`config.mk`:
```
export PLATFORM = sky130hd
export DESIGN_NAME = mem_bus_arbiter
export DESIGN_NICKNAME = d
export VERILOG_FILES = /design/src/rtl/cpu_bus_pkg.sv /design/src/rtl/mem_bus_arbiter.sv
export SDC_FILE = /design/constraint.sdc
export NUM_CORES = 1
export LEC_CHECK = 0
export BUFFER_PORTS_ARGS = -buffer_cell sky130_fd_sc_hd__clkbuf_2
export CAP_MARGIN = 20
export CORE_UTILIZATION = 35
export CTS_BUF_LIST = sky130_fd_sc_hd__clkbuf_16
export CTS_CLUSTER_SIZE = 14
export DETAILED_ROUTE_END_ITERATION = 7
export PLACE_DENSITY = 0.72
export SLEW_MARGIN = 20
export SYNTH_ARGS = -nofsm -noshare
export SYNTH_HDL_FRONTEND = slang
export SYNTH_SLANG_ARGS = --single-unit
```
`constraint.sdc`:
```
create_clock -name clk -period 1.45 [get_ports clk]
set_input_delay 0.29 -clock clk [delete_from_list [all_inputs] [get_ports clk]]
set_output_delay 0.29 -clock clk [all_outputs]
set_load 0.02 [all_outputs]
```
`src/rtl/cpu_bus_pkg.sv`:
```
// cpu_bus_pkg: shared memory-bus request type, arbiter states and byte-lane constants.
package cpu_bus_pkg;
   typedef struct packed {
      logic [19:1] addr;
      logic [15:0] data;
      logic        wr_en;
      logic [1:0]  bytesel;
   } mem_req_t;

   typedef enum logic [1:0] {ARB_IDLE, ARB_GRANT_D, ARB_GRANT_I} arb_state_t;

   localparam logic [1:0] BYTESEL_WORD = 2'b11;
endpackage

```
`src/rtl/mem_bus_arbiter.sv`:
```
// mem_bus_arbiter: merges the data and instruction ports onto one memory bus, one transaction at a time.
module mem_bus_arbiter
   import cpu_bus_pkg::*;
#(
   parameter bit ROUND_ROBIN = 1'b0
) (
   input  logic        clk,
   input  logic        reset,
   input  logic [19:1] d_m_addr,
   input  logic [15:0] d_m_data_out,
   input  logic        d_m_access,
   input  logic        d_m_wr_en,
   input  logic [1:0]  d_m_bytesel,
   output logic        d_m_ack,
   input  logic [19:1] i_m_addr,
   input  logic        i_m_access,
   output logic        i_m_ack,
   output logic [15:0] m_data_in,
   output logic [19:1] q_m_addr,
   output logic [15:0] q_m_data_out,
   output logic        q_m_access,
   output logic        q_m_wr_en,
   output logic [1:0]  q_m_bytesel,
   input  logic        q_m_ack,
   input  logic [15:0] q_m_data_in,
   output logic        data_granted
);
   arb_state_t r_state;
   mem_req_t   r_req;
   logic       r_access;
   logic       r_last_d;
   logic       w_pick_d;
   mem_req_t   w_win;

   // On a tie in round-robin mode the data port yields only if it was served last.
   always_comb begin
      w_pick_d = d_m_access & (~i_m_access | ~ROUND_ROBIN | ~r_last_d);
      w_win    = w_pick_d ? mem_req_t'{addr: d_m_addr, data: d_m_data_out, wr_en: d_m_wr_en, bytesel: d_m_bytesel}
                          : mem_req_t'{addr: i_m_addr, data: 16'h0, wr_en: 1'b0, bytesel: BYTESEL_WORD};
      d_m_ack  = q_m_ack & (r_state == ARB_GRANT_D);
      i_m_ack  = q_m_ack & (r_state == ARB_GRANT_I);
   end

   always_ff @(posedge clk or posedge reset) begin
      if (reset) begin
         r_state  <= ARB_IDLE;
         r_req    <= '0;
         r_access <= 1'b0;
         r_last_d <= 1'b0;
      end else if (r_state == ARB_IDLE) begin
         if (d_m_access | i_m_access) begin
            r_state  <= w_pick_d ? ARB_GRANT_D : ARB_GRANT_I;
            r_req    <= w_win;
            r_access <= 1'b1;
         end
      end else if (q_m_ack) begin
         r_state  <= ARB_IDLE;
         r_req    <= '0;
         r_access <= 1'b0;
         r_last_d <= (r_state == ARB_GRANT_D);
      end
   end

   assign m_data_in    = q_m_data_in;
   assign q_m_addr     = r_req.addr;
   assign q_m_data_out = r_req.data;
   assign q_m_wr_en    = r_req.wr_en;
   assign q_m_bytesel  = r_req.bytesel;
   assign q_m_access   = r_access;
   assign data_granted = (r_state == ARB_GRANT_D);
endmodule

```
==> flow_metrics.tcl <==
set metrics [dict create \
    drt_pre_antenna_iters 4 \
    synth.distinct_cells 20 \
    io_buffer_count 103 \
    final-hold-violation-count 0 \
    synthesis.nets 227 \
    worst_slack_ns -0.03274 \
    count_of_flip_flops_with_a_built_in_enable_after_synthesis 0 \
    placeableCoreArea_sq_um 5140 \
    grt_overflow 0 \
    cts.htree.levels 2 \
    async_flop_share 1.000 \
    start_util 0.3661 \
    failed_checks "negative setup slack" \
    timing.critical_path.to_type "primary output" \
    gp_congestion 0.6397 \
    clock-sinks 41 \
    postSynthCellCount 149 \
    cts-buffers-inserted 5 \
    synthesis.area_per_instance_sq_um 12.63 \
    power.total_mw 4.367 \
    setup.worst_path.start_class "register" \
    drv_cap 0 \
    yosys-top-cells-area "sky130_fd_sc_hd__dfrtp_1 (55%), sky130_fd_sc_hd__mux2i_1 (10%), sky130_fd_sc_hd__a22o_1 (7.9%), sky130_fd_sc_hd__o2bb2ai_1 (7.4%), sky130_fd_sc_hd__buf_4 (7.2%)" \
    synthFlopType "sky130_fd_sc_hd__dfrtp_1" \
    drive_above_1_share 0.5306 \
    cellPowerDensity_nw_per_um2 1679 \
    maxSlewViolCount 0 \
    synth.ff_latch_count 41 \
    drt-initial-drc-count 35 \
    synth.most_common_cell "sky130_fd_sc_hd__dfrtp_1" \
    routed_wire_length_per_instance_um 13.13 \
    crit_family "flip-flops" \
    final_period_utilization 1.023 \
    cts.clk_slew.worst_paths_ns 0.05 \
    outcome "finished with violations" \
    dpl-instance-area_sq_um 2387 \
    chip_height_um 75.33 \
    postLayoutCellArea_sq_um 2600 \
    fmaxAchievable_ghz 0.6744 \
    grt_first_pass_wirelength_um 6120 \
    ys_seq_area_frac 0.5452 \
    cts_root_buf "sky130_fd_sc_hd__clkbuf_16" \
    vias_per_cell 4.835 \
    grt_antenna_before_repair 0 \
    transition_time_at_the_pin_with_the_least_slew_margin_ns 0.1888 \
    clock_tree.buffer_depth 2 \
    share_of_the_synthesized_area_in_the_top_cell_type 0.5452 \
    area_leader_netlist "sky130_fd_sc_hd__dfrtp_1" \
    path_cells "buf_6, nor2b_4, and2_4, buf_8" \
    worst_path_max_fanout 4 \
    grt_setup_unrepaired "true" \
    worst_ir_drop_vdd_mv 0.7216 \
    design.final.nets 322 \
    synth_top_cells_by_count "sky130_fd_sc_hd__dfrtp_1 (41), sky130_fd_sc_hd__mux2i_1 (19), sky130_fd_sc_hd__buf_4 (18), sky130_fd_sc_hd__a22o_1 (17), sky130_fd_sc_hd__o2bb2ai_1 (16)" \
    global_route_total_usage_across_every_layer 0.1478 \
    number_of_placement_rows 26 \
    route.detailed.drc 0 \
    antenna-diode-count 0 \
    worstSetupPathType "reg -> out" \
    design.portCount 136 \
    p_leak_nw 1.437 \
    final_design_utilization 0.5058 \
    data_arrival_time_at_the_worst_slack_endpoint_ns 1.19 \
    area_growth_pct 38.16 \
    place.detailed.hpwl_um 2934 \
    hold_slack_ns 0.01857 \
    detailedPlace.worstSlack_ns 0.03029 \
    buf_inv_on_cp 2 \
    setup_viol 1 \
    slew-limit-headroom 0.8705 \
    grt_max_degree 42 \
    timing.final.crit_period_ns 1.483 \
    number_of_global_route_vias_before_repair 1402 \
    drt-total-wl_um 4136 \
    cpMaxStageDelayCell "sky130_fd_sc_hd__dfrtp_1" \
    detailroute.via_count 1523 \
    cp.required_ns 1.16 \
    clk_latency_ns 0.27 \
    fin_worst_skew_ns 0.002555 \
    worst_hold_path_type "in -> async" \
    design.die.area_sq_um 5674 \
    synthesis.area_sq_um 1882 \
    cts_tree "built" \
    synth.yosys.warnings 0 \
    crit_path_max_incr_delay_ns 0.40 \
    fp.dieW_um 75.33 \
    ant_nets 0 \
]
-- cells by family (layout without fill, tap and decap cells) --
logic type	count (synthesis)	in the layout	synth area share
compound gates	42	42	0.1868
buf+inv	29	124	0.1090
flops	41	41	0.5452
mux	20	21	0.1090
simple gates	17	17	0.04987
-- placed cells by master (no fill, tap or decap), types with 2 or more instances in the layout --
master / count
sky130_fd_sc_hd__clkbuf_2: 100
sky130_fd_sc_hd__dfrtp_1: 41
sky130_fd_sc_hd__mux2i_1: 19
sky130_fd_sc_hd__a22o_1: 17
sky130_fd_sc_hd__o2bb2ai_1: 16
sky130_fd_sc_hd__a21o_1: 7
sky130_fd_sc_hd__buf_4: 6
sky130_fd_sc_hd__nor3_1: 5
sky130_fd_sc_hd__clkbuf_16: 5
sky130_fd_sc_hd__buf_6: 4
sky130_fd_sc_hd__nor2_4: 2
sky130_fd_sc_hd__mux2_4: 2
sky130_fd_sc_hd__nor2b_1: 2
sky130_fd_sc_hd__nand2_1: 2
sky130_fd_sc_hd__clkinv_1: 2
sky130_fd_sc_hd__buf_12: 2
-- area by class of cell --
class	instances	area, sq um
Fill cell	499	2540
Sequential cell	41	1026
Multi-Input combinational cell	80	690.7
Timing Repair Buffer	114	650.6
Clock buffer	5	125.1
Tap cell	70	87.58
Clock inverter	3	12.51
Inverter	2	7.507
-- power breakdown --
| group | internal, mW | leakage [nW] | switching (mW) | total [mW] |
|---|---|---|---|---|
| Clock | 0.621 | 0.0687 | 0.390 | 1.01 |
| Sequential | 1.48 | 0.531 | 0.190 | 1.67 |
| Combinational | 0.704 | 0.838 | 0.983 | 1.69 |
| Total | 2.80 | 1.44 | 1.56 | 4.37 |
-- through the flow --
step / TNS (ns) / std cells
final: -0.03274 / 315
after global routing: -0.08753 / 315
after CTS: -0.01940 / 314
after detailed placement: 0 / 305
after global placement: 0 / 305
after floorplan: 0 / 149
-- flip-flops by register name (all words and copies together), names as in the netlist --
name,flops
q_m_access,1
q_m_addr,19
q_m_bytesel,2
q_m_data_out,16
q_m_wr_en,1
r_state,2
-- worst paths after layout --
| path | startpoint | endpoint | slack (ns) | cells after the start |
|---|---|---|---|---|
| max in group asynchronous | reset | q_m_addr[13] | 1.24 | 3 |
| setup reg to reg | r_state[0] | q_m_data_out[15] | 0.09 | 3 |
| hold / removal | reset | q_m_data_out[2] | 0.02 | 3 |
| hold reg to reg | q_m_addr[1] | q_m_addr[1] | 0.48 | 1 |
| setup / recovery | r_state[1] | d_m_ack | -0.03 | 4 |
| min in group clk | d_m_data_out[2] | q_m_data_out[2] | 0.24 | 2 |
-- routing by layer --
layer,GRT usage,vias up,share of wire
met5,0,-,0
met4,0.06584,0,0.016
met3,0.03307,10,0.066
met2,0.2718,75,0.50
met1,0.1628,718,0.41
li1,-,720,-
-- worst reg2reg max path, cell delays in order (launching register included) --
cell,delay (ns)
sky130_fd_sc_hd__dfrtp_1,0.39
sky130_fd_sc_hd__nor2_2,0.21
sky130_fd_sc_hd__mux2_4,0.42
sky130_fd_sc_hd__a22o_1,0.22
-- timing repair --
action,in CTS,in global routing
endpoints found under the hold margin,0,0
pin swaps,2,2
hold buffers,0,0
endpoints found under the setup margin,1,40
gates resized for setup,8,10
cloned,0,1
setup buffers,1,0
Power figures use the tool's default switching activity.
